`src/rtl/seq_alu_pkg.sv`:
```
// Shared definitions for the sequential ALU: command codes, FSM state
// encoding and helpers used by the top level and the iterative datapath.
package seq_alu_pkg;

  localparam int unsigned CMD_W = 4;

  localparam logic [CMD_W-1:0] CMD_ADD   = 4'd0;
  localparam logic [CMD_W-1:0] CMD_SUB   = 4'd1;
  localparam logic [CMD_W-1:0] CMD_XOR   = 4'd2;
  localparam logic [CMD_W-1:0] CMD_SLT   = 4'd3;
  localparam logic [CMD_W-1:0] CMD_AND   = 4'd4;
  localparam logic [CMD_W-1:0] CMD_NAND  = 4'd5;
  localparam logic [CMD_W-1:0] CMD_NOR   = 4'd6;
  localparam logic [CMD_W-1:0] CMD_OR    = 4'd7;
  localparam logic [CMD_W-1:0] CMD_SLTU  = 4'd8;
  localparam logic [CMD_W-1:0] CMD_MULT  = 4'd9;
  localparam logic [CMD_W-1:0] CMD_MULTU = 4'd10;
  localparam logic [CMD_W-1:0] CMD_DIV   = 4'd11;
  localparam logic [CMD_W-1:0] CMD_DIVU  = 4'd12;

  typedef enum logic [1:0] {
    IDLE = 2'd0,
    RUN  = 2'd1,
    FIX  = 2'd2,
    DONE = 2'd3
  } state_e;

  // Iteration counter must be able to hold the value WIDTH itself.
  function automatic int unsigned cnt_width(input int unsigned width);
    return $clog2(width + 1);
  endfunction

  function automatic logic is_muldiv(input logic [CMD_W-1:0] cmd);
    return (cmd >= CMD_MULT) && (cmd <= CMD_DIVU);
  endfunction

  function automatic logic is_div(input logic [CMD_W-1:0] cmd);
    return (cmd == CMD_DIV) || (cmd == CMD_DIVU);
  endfunction

endpackage

```
`src/rtl/muldiv_iter.sv`:
```
// Iterative multiply/divide datapath: radix-2 shift-add multiply and
// restoring divide on operand magnitudes, one bit per step_i cycle.
// Ports:
//   load_i        capture operands/command (accepting edge of a mul/div)
//   step_i        perform one iteration
//   cmd_i,a_i,b_i command and operands sampled on load_i
//   last_c        the current step is the final (WIDTH-th) iteration
//   lo_c,hi_c     sign-corrected result / product-high or remainder
//   ovf_c         divide-by-zero or signed-division overflow
module muldiv_iter
  import seq_alu_pkg::*;
#(
  parameter int unsigned WIDTH = 32
) (
  input  logic             clk,
  input  logic             rst_n,
  input  logic             load_i,
  input  logic             step_i,
  input  logic [CMD_W-1:0] cmd_i,
  input  logic [WIDTH-1:0] a_i,
  input  logic [WIDTH-1:0] b_i,
  output logic             last_c,
  output logic [WIDTH-1:0] lo_c,
  output logic [WIDTH-1:0] hi_c,
  output logic             ovf_c
);

  localparam int unsigned CNT_W = cnt_width(WIDTH);
  localparam int unsigned W1    = WIDTH + 1;
  localparam int unsigned W2    = 2 * WIDTH;
  localparam logic [WIDTH-1:0] MOST_NEG = {1'b1, {(WIDTH-1){1'b0}}};

  // acc holds the product high half / partial remainder,
  // mq holds the multiplier being shifted out / the quotient being built.
  logic [WIDTH-1:0] acc_q, acc_d;
  logic [WIDTH-1:0] mq_q, mq_d;
  logic [WIDTH-1:0] opb_q, opb_d;
  logic [WIDTH-1:0] a_raw_q, a_raw_d;
  logic [CNT_W-1:0] cnt_q, cnt_d;
  logic             div_q, div_d;
  logic             neg_lo_q, neg_lo_d;
  logic             neg_hi_q, neg_hi_d;
  logic             div0_q, div0_d;
  logic             dovf_q, dovf_d;

  logic             sgn_c;
  logic             a_neg_c;
  logic             b_neg_c;
  logic [WIDTH-1:0] a_mag_c;
  logic [WIDTH-1:0] b_mag_c;
  logic [W1-1:0]    add_c;
  logic [W1-1:0]    sub_c;
  logic [W2-1:0]    prod_c;

  // Operand conditioning: signed ops work on magnitudes.
  always_comb begin
    sgn_c   = (cmd_i == CMD_MULT) || (cmd_i == CMD_DIV);
    a_neg_c = sgn_c & a_i[WIDTH-1];
    b_neg_c = sgn_c & b_i[WIDTH-1];
    a_mag_c = a_neg_c ? -a_i : a_i;
    b_mag_c = b_neg_c ? -b_i : b_i;
  end

  // Per-iteration arithmetic for both operations.
  always_comb begin
    add_c = {1'b0, acc_q} + (mq_q[0] ? {1'b0, opb_q} : W1'(0));
    sub_c = {acc_q, mq_q[WIDTH-1]} - {1'b0, opb_q};
  end

  // Next-state of the datapath registers.
  always_comb begin
    acc_d    = acc_q;
    mq_d     = mq_q;
    opb_d    = opb_q;
    a_raw_d  = a_raw_q;
    cnt_d    = cnt_q;
    div_d    = div_q;
    neg_lo_d = neg_lo_q;
    neg_hi_d = neg_hi_q;
    div0_d   = div0_q;
    dovf_d   = dovf_q;
    if (load_i) begin
      acc_d    = '0;
      mq_d     = a_mag_c;
      opb_d    = b_mag_c;
      a_raw_d  = a_i;
      cnt_d    = '0;
      div_d    = is_div(cmd_i);
      neg_lo_d = a_neg_c ^ b_neg_c;
      neg_hi_d = a_neg_c;
      div0_d   = is_div(cmd_i) && (b_i == '0);
      dovf_d   = (cmd_i == CMD_DIV) && (a_i == MOST_NEG) && (b_i == '1);
    end else if (step_i) begin
      cnt_d = cnt_q + CNT_W'(1);
      if (div_q) begin
        // Restoring step: keep the subtraction only when it did not borrow.
        if (!sub_c[WIDTH]) begin
          acc_d = sub_c[WIDTH-1:0];
          mq_d  = {mq_q[WIDTH-2:0], 1'b1};
        end else begin
          acc_d = {acc_q[WIDTH-2:0], mq_q[WIDTH-1]};
          mq_d  = {mq_q[WIDTH-2:0], 1'b0};
        end
      end else begin
        acc_d = add_c[W1-1:1];
        mq_d  = {add_c[0], mq_q[WIDTH-1:1]};
      end
    end
  end

  always_ff @(posedge clk or negedge rst_n) begin
    if (!rst_n) begin
      acc_q    <= '0;
      mq_q     <= '0;
      opb_q    <= '0;
      a_raw_q  <= '0;
      cnt_q    <= '0;
      div_q    <= 1'b0;
      neg_lo_q <= 1'b0;
      neg_hi_q <= 1'b0;
      div0_q   <= 1'b0;
      dovf_q   <= 1'b0;
    end else begin
      acc_q    <= acc_d;
      mq_q     <= mq_d;
      opb_q    <= opb_d;
      a_raw_q  <= a_raw_d;
      cnt_q    <= cnt_d;
      div_q    <= div_d;
      neg_lo_q <= neg_lo_d;
      neg_hi_q <= neg_hi_d;
      div0_q   <= div0_d;
      dovf_q   <= dovf_d;
    end
  end

  assign last_c = (cnt_q == CNT_W'(WIDTH - 1));

  // Sign correction and special cases, consumed by the top in FIX.
  always_comb begin
    prod_c = {acc_q, mq_q};
    lo_c   = mq_q;
    hi_c   = acc_q;
    ovf_c  = 1'b0;
    if (div_q) begin
      if (div0_q) begin
        lo_c  = '1;
        hi_c  = a_raw_q;
        ovf_c = 1'b1;
      end else if (dovf_q) begin
        lo_c  = a_raw_q;
        hi_c  = '0;
        ovf_c = 1'b1;
      end else begin
        if (neg_lo_q) lo_c = -mq_q;
        if (neg_hi_q) hi_c = -acc_q;
      end
    end else if (neg_lo_q) begin
      {hi_c, lo_c} = -prod_c;
    end
  end

endmodule

```
`src/rtl/seq_alu.sv`:
```
// Sequential ALU: single-cycle logic/arith ops plus iterative
// multiply/divide, sequenced by an IDLE/RUN/FIX/DONE FSM.
// Ports:
//   start,command,operand_a,operand_b  request, sampled only while idle
//   busy       operation in progress (start ignored)
//   done       one-cycle pulse when result/hi/flags are valid
//   result,hi  primary result and product-high / remainder
//   zero,overflow,carryout  status flags, held until the next completion
module seq_alu
  import seq_alu_pkg::*;
#(
  parameter int unsigned WIDTH = 32
) (
  input  logic             clk,
  input  logic             rst_n,
  input  logic             start,
  input  logic [3:0]       command,
  input  logic [WIDTH-1:0] operand_a,
  input  logic [WIDTH-1:0] operand_b,
  output logic             busy,
  output logic             done,
  output logic [WIDTH-1:0] result,
  output logic [WIDTH-1:0] hi,
  output logic             zero,
  output logic             overflow,
  output logic             carryout
);

  localparam int unsigned W1 = WIDTH + 1;

  state_e           state_q, state_d;
  logic [CMD_W-1:0] cmd_q, cmd_d;
  logic [WIDTH-1:0] result_q, result_d;
  logic [WIDTH-1:0] hi_q, hi_d;
  logic             zero_q, zero_d;
  logic             ovf_q, ovf_d;
  logic             cout_q, cout_d;
  logic             busy_q, busy_d;
  logic             done_q, done_d;

  logic             load_c;
  logic             step_c;
  logic [W1-1:0]    add_c;
  logic [W1-1:0]    sub_c;
  logic [WIDTH-1:0] alu_res_c;
  logic             alu_ovf_c;
  logic             alu_cout_c;
  logic             md_last_c;
  logic [WIDTH-1:0] md_lo_c;
  logic [WIDTH-1:0] md_hi_c;
  logic             md_ovf_c;

  muldiv_iter #(.WIDTH(WIDTH)) u_muldiv (
    .clk    (clk),
    .rst_n  (rst_n),
    .load_i (load_c),
    .step_i (step_c),
    .cmd_i  (command),
    .a_i    (operand_a),
    .b_i    (operand_b),
    .last_c (md_last_c),
    .lo_c   (md_lo_c),
    .hi_c   (md_hi_c),
    .ovf_c  (md_ovf_c)
  );

  // Single-cycle ops, evaluated directly on the inputs at the accepting edge.
  always_comb begin
    add_c      = {1'b0, operand_a} + {1'b0, operand_b};
    sub_c      = {1'b0, operand_a} + {1'b0, ~operand_b} + W1'(1);
    alu_res_c  = add_c[WIDTH-1:0];
    alu_cout_c = 1'b0;
    alu_ovf_c  = 1'b0;
    case (command)
      CMD_SUB: begin
        alu_res_c  = sub_c[WIDTH-1:0];
        alu_cout_c = sub_c[WIDTH];
        alu_ovf_c  = (operand_a[WIDTH-1] != operand_b[WIDTH-1]) &&
                     (sub_c[WIDTH-1] != operand_a[WIDTH-1]);
      end
      CMD_XOR:  alu_res_c = operand_a ^ operand_b;
      CMD_SLT:  alu_res_c = WIDTH'($signed(operand_a) < $signed(operand_b));
      CMD_AND:  alu_res_c = operand_a & operand_b;
      CMD_NAND: alu_res_c = ~(operand_a & operand_b);
      CMD_NOR:  alu_res_c = ~(operand_a | operand_b);
      CMD_OR:   alu_res_c = operand_a | operand_b;
      CMD_SLTU: alu_res_c = WIDTH'(operand_a < operand_b);
      default: begin
        // ADD, and reserved codes which execute as ADD
        alu_cout_c = add_c[WIDTH];
        alu_ovf_c  = (operand_a[WIDTH-1] == operand_b[WIDTH-1]) &&
                     (add_c[WIDTH-1] != operand_a[WIDTH-1]);
      end
    endcase
  end

  // FSM next-state and registered-output updates.
  always_comb begin
    state_d  = state_q;
    cmd_d    = cmd_q;
    result_d = result_q;
    hi_d     = hi_q;
    zero_d   = zero_q;
    ovf_d    = ovf_q;
    cout_d   = cout_q;
    load_c   = 1'b0;
    step_c   = (state_q == RUN);
    case (state_q)
      IDLE: begin
        if (start) begin
          cmd_d = command;
          if (is_muldiv(command)) begin
            load_c  = 1'b1;
            state_d = RUN;
          end else begin
            state_d  = DONE;
            result_d = alu_res_c;
            hi_d     = '0;
            zero_d   = (alu_res_c == '0);
            ovf_d    = alu_ovf_c;
            cout_d   = alu_cout_c;
          end
        end
      end
      RUN: begin
        if (md_last_c) state_d = FIX;
      end
      FIX: begin
        state_d  = DONE;
        result_d = md_lo_c;
        hi_d     = md_hi_c;
        ovf_d    = md_ovf_c;
        cout_d   = 1'b0;
        // Products are zero only if both halves are; division tests the quotient.
        zero_d   = (md_lo_c == '0) && (is_div(cmd_q) || (md_hi_c == '0));
      end
      DONE: state_d = IDLE;
      default: state_d = IDLE;
    endcase
    busy_d = (state_d != IDLE);
    done_d = (state_d == DONE);
  end

  always_ff @(posedge clk or negedge rst_n) begin
    if (!rst_n) begin
      state_q  <= IDLE;
      cmd_q    <= '0;
      result_q <= '0;
      hi_q     <= '0;
      zero_q   <= 1'b0;
      ovf_q    <= 1'b0;
      cout_q   <= 1'b0;
      busy_q   <= 1'b0;
      done_q   <= 1'b0;
    end else begin
      state_q  <= state_d;
      cmd_q    <= cmd_d;
      result_q <= result_d;
      hi_q     <= hi_d;
      zero_q   <= zero_d;
      ovf_q    <= ovf_d;
      cout_q   <= cout_d;
      busy_q   <= busy_d;
      done_q   <= done_d;
    end
  end

  assign busy     = busy_q;
  assign done     = done_q;
  assign result   = result_q;
  assign hi       = hi_q;
  assign zero     = zero_q;
  assign overflow = ovf_q;
  assign carryout = cout_q;

endmodule

```
`config.mk`:
```
export PLATFORM = sky130hd
export DESIGN_NAME = seq_alu
export DESIGN_NICKNAME = d
export VERILOG_FILES = /design/src/rtl/seq_alu_pkg.sv /design/src/rtl/muldiv_iter.sv /design/src/rtl/seq_alu.sv
export SDC_FILE = /design/constraint.sdc
export NUM_CORES = 1
export LEC_CHECK = 0
export BUFFER_PORTS_ARGS = -buffer_cell sky130_fd_sc_hd__clkbuf_2
export CELL_PAD_IN_SITES_DETAIL_PLACEMENT = 0
export CELL_PAD_IN_SITES_GLOBAL_PLACEMENT = 2
export CORE_MARGIN = 2
export CORE_UTILIZATION = 38
export CTS_CLUSTER_SIZE = 8
export DETAILED_ROUTE_END_ITERATION = 10
export GPL_ROUTABILITY_DRIVEN = 1
export GPL_TIMING_DRIVEN = 0
export PLACE_DENSITY = 0.84
export SLEW_MARGIN = 20
export SYNTH_ARGS = -nofsm -noshare
export SYNTH_HDL_FRONTEND = slang
export SYNTH_SLANG_ARGS = --single-unit
```
`constraint.sdc`:
```
create_clock -name clk -period 5.6 [get_ports clk]
set_input_delay 0 -clock clk [delete_from_list [all_inputs] [get_ports clk]]
set_output_delay 0 -clock clk [all_outputs]
set_load 0.01 [all_outputs]
```
==> results of run 1 <==
[metal layers]
| layer | track usage [%] | wire [um] |
|---|---|---|
| met5 | 0 | 0 |
| met3 | 5.07 | 9000 |
| met4 | 22.8 | 8940 |
| met1 | 47.9 | 49700 |
| met2 | 63.1 | 57000 |
[worst min path at each step]
| stage | endpoint | slack (ns) | cells past startpoint |
|---|---|---|---|
| floorplan | busy$_DFF_PN0_ | -0.30 | 0 |
| global route | u_muldiv.opb_q[13]$_DFFE_PN0P_ | 0.002 | 3 |
| detailed placement | hi[13]$_DFFE_PN0P_ | -0.04 | 1 |
| global placement | state_q[0]$_DFF_PN0_ | 0.33 | 3 |
| CTS | hi[11]$_DFFE_PN0P_ | 0.0007 | 3 |
| finish | hi[13]$_DFFE_PN0P_ | -0.003 | 3 |
[layout make-up]
cell class	instances	area [um^2]
Multi-Input combinational cell	2478	16600
Fill cell	6277	34000
Clock inverter	2	37.5
Antenna cell	2	5.00
Tap cell	782	978
Timing Repair Buffer	191	1280
Sequential cell	214	5360
Inverter	154	578
Buffer	216	886
Clock buffer	32	779
[worst max-delay path, delay by kind of cell (launching register included)]
kind / cells / cell delay [ns]
fa+ha+maj: 1 / 0.26
flops: 1 / 0.49
xor+xnor: 1 / 0.16
buf+inv: 3 / 0.95
simple gates: 5 / 1.95
compound gates: 5 / 1.43
[cell usage after synthesis, types with 13 or more instances]
master / number
ha_1: 166
o31ai_1: 42
nor2_1: 246
o41ai_1: 20
nand4_1: 34
a22oi_1: 43
buf_1: 27
o21ai_0: 320
xor2_1: 47
o221ai_1: 34
or2_2: 13
and3_1: 21
a221oi_1: 21
nor2b_1: 26
nor4_1: 34
buf_2: 26
o211ai_1: 53
clkbuf_1: 156
nand3_1: 77
nor3_1: 64
a21o_1: 43
or3_1: 37
o21a_1: 26
inv_1: 152
a31oi_1: 30
or4_1: 23
dfrtp_1: 214
a221o_1: 40
nand2_1: 303
a21oi_1: 175
nand2b_1: 26
mux2i_1: 66
xnor2_1: 155
o22ai_1: 38
o21bai_1: 17
a211oi_1: 26
[state kept, by name, summed over array words and instances, names as in the netlist, 2 cells and up]
name and count:
result 32, u_muldiv.acc_q 32, cmd_q 4, u_muldiv.a_raw_q 32
u_muldiv.cnt_q 6, state_q 2, u_muldiv.mq_q 32, u_muldiv.opb_q 32
hi 32
[where the power goes]
part / total [mW] / switching [mW] / leakage [nW] / internal [mW]
Combinational: 9.42 / 5.99 / 7.92 / 3.43
Clock: 1.71 / 0.699 / 0.397 / 1.01
Sequential: 3.23 / 0.965 / 2.65 / 2.27
[kinds of logic (layout without fill, tap and decap cells)]
family	Yosys count	in the layout	share of synthesized area (%)
DFF	214	214	23.0
buffers and inverters	370	595	6.26
AOI/OAI and AO/OA	1058	1058	30.4
and+or+nand+nor	973	973	20.3
adders and majority gates	171	171	9.29
muxes	74	74	3.22
other	0	2	0
xor gates and xnor gates	202	202	7.59
[metrics by stage]
step	utilization [%]	cell area, um^2
floorplan	-	23300
global placement	41.3	25000
CTS	43.7	26400
finish	43.8	26500
global route	43.7	26500
detailed placement	41.6	25200
[repair_timing]
item / 4_1_cts / 5_1_grt
pin swaps: 0 / 1
hold buffers: 43 / 0
resized for setup: 4 / 6
endpoints found under the setup margin: 1 / 22
hold endpoints to repair: 142 / 0
buffers inserted: 0 / 1
[layout by cell type (no fill, tap or decap), drive strengths merged, types with 26 or more instances in the layout]
master	instances
a211oi	27
a21o	43
a21oi	177
a221o	40
a22oi	44
a31oi	30
buf	68
clkbuf	329
dfrtp	214
dlygate4sd3	42
ha	166
inv	154
mux2i	66
nand2	303
nand2b	26
nand3	77
nand4	34
nor2	246
nor2b	26
nor3	66
nor4	38
o211ai	53
o21a	26
o21ai	332
o221ai	34
o22ai	39
o31ai	45
or3	37
or4	26
xnor2	155
xor2	47
==> reports/qor.yml, run 1 <==
grt:
  antenna_found_initial: 2
  grt_pass1_wl_um: 178000
  grt_pass1_vias: 25400
  grt_max_degree: 81
  grt_overflow_total: 0
  grtUsageTotal_pct: 38.3
critical_path:
  startpoint_type: "flop"
  r2r_cells: 15
  cp_cell_sequence: "inv_1 > buf_2 > ha_1 > or3b_2 > nor4_2 > nand4_1 > buf_4 > or4_1 > o41ai_1 > xnor2_1 > o21ai_0 > and4_1 > a32oi_2 > a2bb2oi_1 > o31ai_1"
  crit_path_end: "zero$_DFFE_PN0P_"
  crit_required_ns: 6.01
  rrSetupSlack_ns: 0.21
  worstReg2RegEnd: "zero$_DFFE_PN0P_"
  slowest_delay_ns: 0.53
  end_kind: "flop"
  crit_start: "u_muldiv.mq_q[0]$_DFFE_PN0P_"
  rr_startpoint: "u_muldiv.mq_q[0]$_DFFE_PN0P_"
  crit_fanout: 10
  cp_slowest_cell: "or4_1"
  crit_type: "flop to flop"
  cp.arrival_ns: 5.80
route:
  num_vias: 26500
  viasPerCell: 6.50
  post_drt_wl_per_cell_um: 30.6
  dr.pass1.iters: 6
  drc: 0
  ant_nets: 0
  drt_iter0_markers: 2879
  wl_um: 125000
clocking:
  clockRootBuffer: "clkbuf_16"
  cts_buffers: 31
  clkTransAtPathRegs_ns: 0.05
  ctsHtreeMaxLevel: 1
  cts_tree: "yes"
  cts_sinks: 214
  cts_buffer_depth: 3
  clock_latency_ns: 0.57
synthesis:
  async_flop_share_pct: 100
  synth_edf_count: 0
  postSynthAreaPerCell_um2: 7.61
  synthCells: 3062
  synth-seq-cells: 214
  synth_top_cell_area_share_pct: 23.0
  syn-num-nets: 3303
  synthFlopType: "dfrtp_1"
  synth_top_cells_by_area: "dfrtp_1 23%, ha_1 8.9%, o21ai_0 6.9%"
  yosys.cell_types.count: 104
  yosys.area.top_type: "dfrtp_1"
  synth-seq-area-share_pct: 23.0
  ys_warn_count: 0
  syn_area_um2: 23300
timing:
  finalWorstSetupSlack_ns: 0.209
  fin_crit_sh_pct: 96.3
  fin_skew_ns: 0.0195
  hold_viol_final: 2
  period_minus_slack_ns: 5.39
  tightest_slew_ns: 1.16
  holdWs_ns: -0.00311
  slew_violations: 0
  rsz0062_at_grt: "false"
  setup_violations: 0
  fmax_mhz: 185
  slew_headroom_pct: 21.8
  fin_setup_tns_ns: 0
die:
  die_area_um2: 63400
  die_h_um: 252
  rows: 90
  die_w_um: 252
  start_util_pct: 38.6
  core_area_um2: 60500
  io_pins: 140
place:
  routabilityCongestion: 1.03
  port_buffers: 139
  placed_cells: 3991
  pre_cts_ws_ns: -0.357
  place_hpwl_um: 102000
power_and_ir_drop:
  finalPower_mw: 14.4
  p_leak_nw: 11.0
  cellPowerDensity_nw_per_um2: 543
  ir_drop_uv: 379
outcome:
  failed_checks: "negative hold slack"
  outcome: "finished with violations"
finish:
  area_growth_pct: 13.5
  layout.cells.non_filler: 4071
  drive_gt1_share_pct: 8.88
  fin_nets: 3527
min_path:
  hold_path_class: "input port to async pin"
flow_run:
  cap_violations: 0
No activity file was read; power rests on OpenSTA's default activity.
==> run 2: changes to the inputs <==
HOLD_SLACK_MARGIN = 0.15   (was not set)
SETUP_SLACK_MARGIN = 0.15   (was not set)
SKIP_LAST_GASP = 1   (was not set)
==> run 2 against run 1 <==
- the flow now finishes without violations
- count of clock-buffer cells in the layout unchanged
- wire length up 0.47%
- flip-flop and latch count unchanged
- clock power about the same
- cell area up 1.3%
- cell count up 0.81%
- sequential share of layout area down 0.25 points
- critical endpoint is now u_muldiv.acc_q[31]$_DFFE_PN0P_
- highest routed layer is now met5
==> reports/qor.yml, run 2 (synthesis results as in run 1) <==
flow_run:
  cap_violations: 0  # unchanged
place:
  place_area_um2: 25200  # unchanged
  port_buffers: 139  # unchanged
  pre_cts_ws_ns: -0.357  # unchanged
  placed_cells: 3991  # unchanged
  place_hpwl_um: 102000  # unchanged
  routabilityCongestion: 1.03  # unchanged
finish:
  postLayoutCellArea_um2: 26800  # +1.3%
  final_common_cell: "o21ai_0"
  drive_gt1_share_pct: 8.80  # -0.086 points
  fin_nets: 3559  # +0.91%
  layout.cells.non_filler: 4104  # +0.81%
  nFillCells: 6262  # -0.24%
  layout_common_cells: "318 x o21ai_0, 303 x nand2_1, 246 x nor2_1, 214 x dfrtp_1, 175 x a21oi_1"
  area_growth_pct: 14.9
route:
  ant_nets: 0  # unchanged
  num_vias: 26800  # +1.1%
  drc: 0  # unchanged
  wl_um: 125000  # +0.47%
  drt_iter0_markers: 2886  # +0.24%
  dr.pass1.iters: 6  # unchanged
  viasPerCell: 6.52  # +0.26%
  post_drt_wl_per_cell_um: 30.5  # -0.34%
critical_path:
  rrSetupSlack_ns: 0.28  # +0.08 ns
  cp.arrival_ns: 5.72  # -0.08 ns
  r2r_cells: 16  # +1
  crit_start: "u_muldiv.mq_q[0]$_DFFE_PN0P_"
  crit_path_end: "u_muldiv.acc_q[31]$_DFFE_PN0P_"
  worstReg2RegEnd: "u_muldiv.acc_q[31]$_DFFE_PN0P_"
  crit_required_ns: 6.00  # about the same
  startpoint_type: "flop"
  end_kind: "flop"
  rr_startpoint: "u_muldiv.mq_q[0]$_DFFE_PN0P_"
  crit_fanout: 10  # unchanged
  crit_type: "flop to flop"
die:
  start_util_pct: 38.6  # unchanged
  rows: 90  # unchanged
  die_w_um: 252  # unchanged
  core_area_um2: 60500  # unchanged
  die_area_um2: 63400  # unchanged
  die_h_um: 252  # unchanged
  io_pins: 140  # unchanged
grt:
  grtUsageTotal_pct: 38.4  # +0.075 points
  grt_pass1_wl_um: 179000  # +0.29%
  antenna_found_initial: 3  # +1
  grt_max_degree: 81  # unchanged
  grt_pass1_vias: 25500  # +0.45%
  grt_overflow_total: 0  # unchanged
clocking:
  cts_sinks: 214  # unchanged
  ctsHtreeMaxLevel: 1  # unchanged
  clockRootBuffer: "clkbuf_16"
  clock_latency_ns: 0.57  # about the same
  cts_buffers: 31  # unchanged
  cts_tree: "yes"
  clkTransAtPathRegs_ns: 0.05  # about the same
  cts_buffer_depth: 3  # unchanged
timing:
  fin_skew_ns: 0.0192  # -0.000345 ns
  rsz0062_at_grt: "true"
  slew_headroom_pct: 22.3  # +0.54 points
  setup_violations: 0  # unchanged
  fin_setup_tns_ns: 0  # unchanged
  tightest_slew_ns: 1.15  # -0.00803 ns
  finalWorstSetupSlack_ns: 0.284  # +0.0756 ns
  fin_crit_sh_pct: 94.9  # -1.3 points
  fmax_mhz: 188  # +1.4%
  slew_violations: 0  # unchanged
  hold_viol_final: 0  # -2
  period_minus_slack_ns: 5.32  # -0.0756 ns
power_and_ir_drop:
  cellPowerDensity_nw_per_um2: 538  # -0.93%
  p_leak_nw: 11.1  # +1.4%
  ir_drop_uv: 374  # -1.2%
min_path:
  hold_path_class: "input port to flop"
outcome:
  outcome: "finished clean"
run 2: changes by cell type in the layout (fill, tap and decap cells not counted), sizes merged:
cell | before | now
buf | 68 | 69
dlygate4sd3 | 42 | 74
diode | 2 | 3
clkbuf | 329 | 328
run 2: routing by layer:
metal  share of wire (%)  vias to the layer above  global-route usage, %
li1                    -                    11800                      -
met1                  40                    13100                   47.8
met2                  46                     1423                   63.5
met3                 6.9                      395                   5.24
met4                 6.9                        2                   22.6
met5               0.014                        -                      0
run 2: layout make-up:
cell class / count / area [um^2] / share of cell area [%]
Inverter: 154 / 578 / 2.16
Tap cell: 782 / 978 / 3.65
Clock buffer: 32 / 779 / 2.91
Buffer: 216 / 885 / 3.30
Sequential cell: 214 / 5360 / 20.0
Timing Repair Buffer: 223 / 1600 / 5.99
Clock inverter: 2 / 37.5 / 0.140
Multi-Input combinational cell: 2478 / 16600 / 61.8
Antenna cell: 3 / 7.51 / 0.0280
run 2: per-stage QoR:
stage	hold slack (ns)	utilization, %	power [mW]
2_1_floorplan	-0.296	-	9.01
3_3_place_gp	0.335	41.3	12.3
3_5_place_dp	-0.0352	41.6	12.4
4_1_cts	0.163	44.2	14.2
5_1_grt	0.197	44.3	15.3
6_report	0.193	44.3	14.4
run 2: critical path, cell delays in order, from the launching register on:
cell and delay (ns):
dfrtp_1 0.50, inv_1 0.36, buf_1 0.50, nor2_1 0.11, ha_1 0.39, o21a_1 0.23, a21oi_1 0.42, o311ai_1 0.19
a31oi_1 0.35, o21ai_1 0.23, a311o_1 0.44, o41ai_1 0.49, nor2_1 0.13, a211oi_2 0.41, o211ai_1 0.14, a21boi_0 0.19
a31oi_1 0.06
run 2: timing repair:
| action | 4_1_cts | 5_1_grt |
|---|---|---|
| pin swaps | 0 | 1 |
| buffers inserted | 0 | 1 |
| endpoints found under the setup margin | 5 | 22 |
| hold endpoints to repair | 234 | 0 |
| gates resized for setup | 5 | 6 |
| hold buffers | 75 | 0 |
run 2: where the power goes:
group	switching, mW	internal [mW]
Clock	0.702	1.01
Combinational	6.01	3.45
Sequential	0.974	2.27
run 2: worst min path at each step:
stage	startpoint	end	slack, ns	cells past startpoint
finish	operand_b[7]	u_muldiv.opb_q[8]$_DFFE_PN0P_	0.19	4
CTS	operand_b[7]	u_muldiv.opb_q[8]$_DFFE_PN0P_	0.16	4
floorplan	rst_n	busy$_DFF_PN0_	-0.30	0
global placement	start	state_q[0]$_DFF_PN0_	0.33	3
global route	operand_b[7]	u_muldiv.opb_q[8]$_DFFE_PN0P_	0.20	4
detailed placement	rst_n	hi[13]$_DFFE_PN0P_	-0.04	1
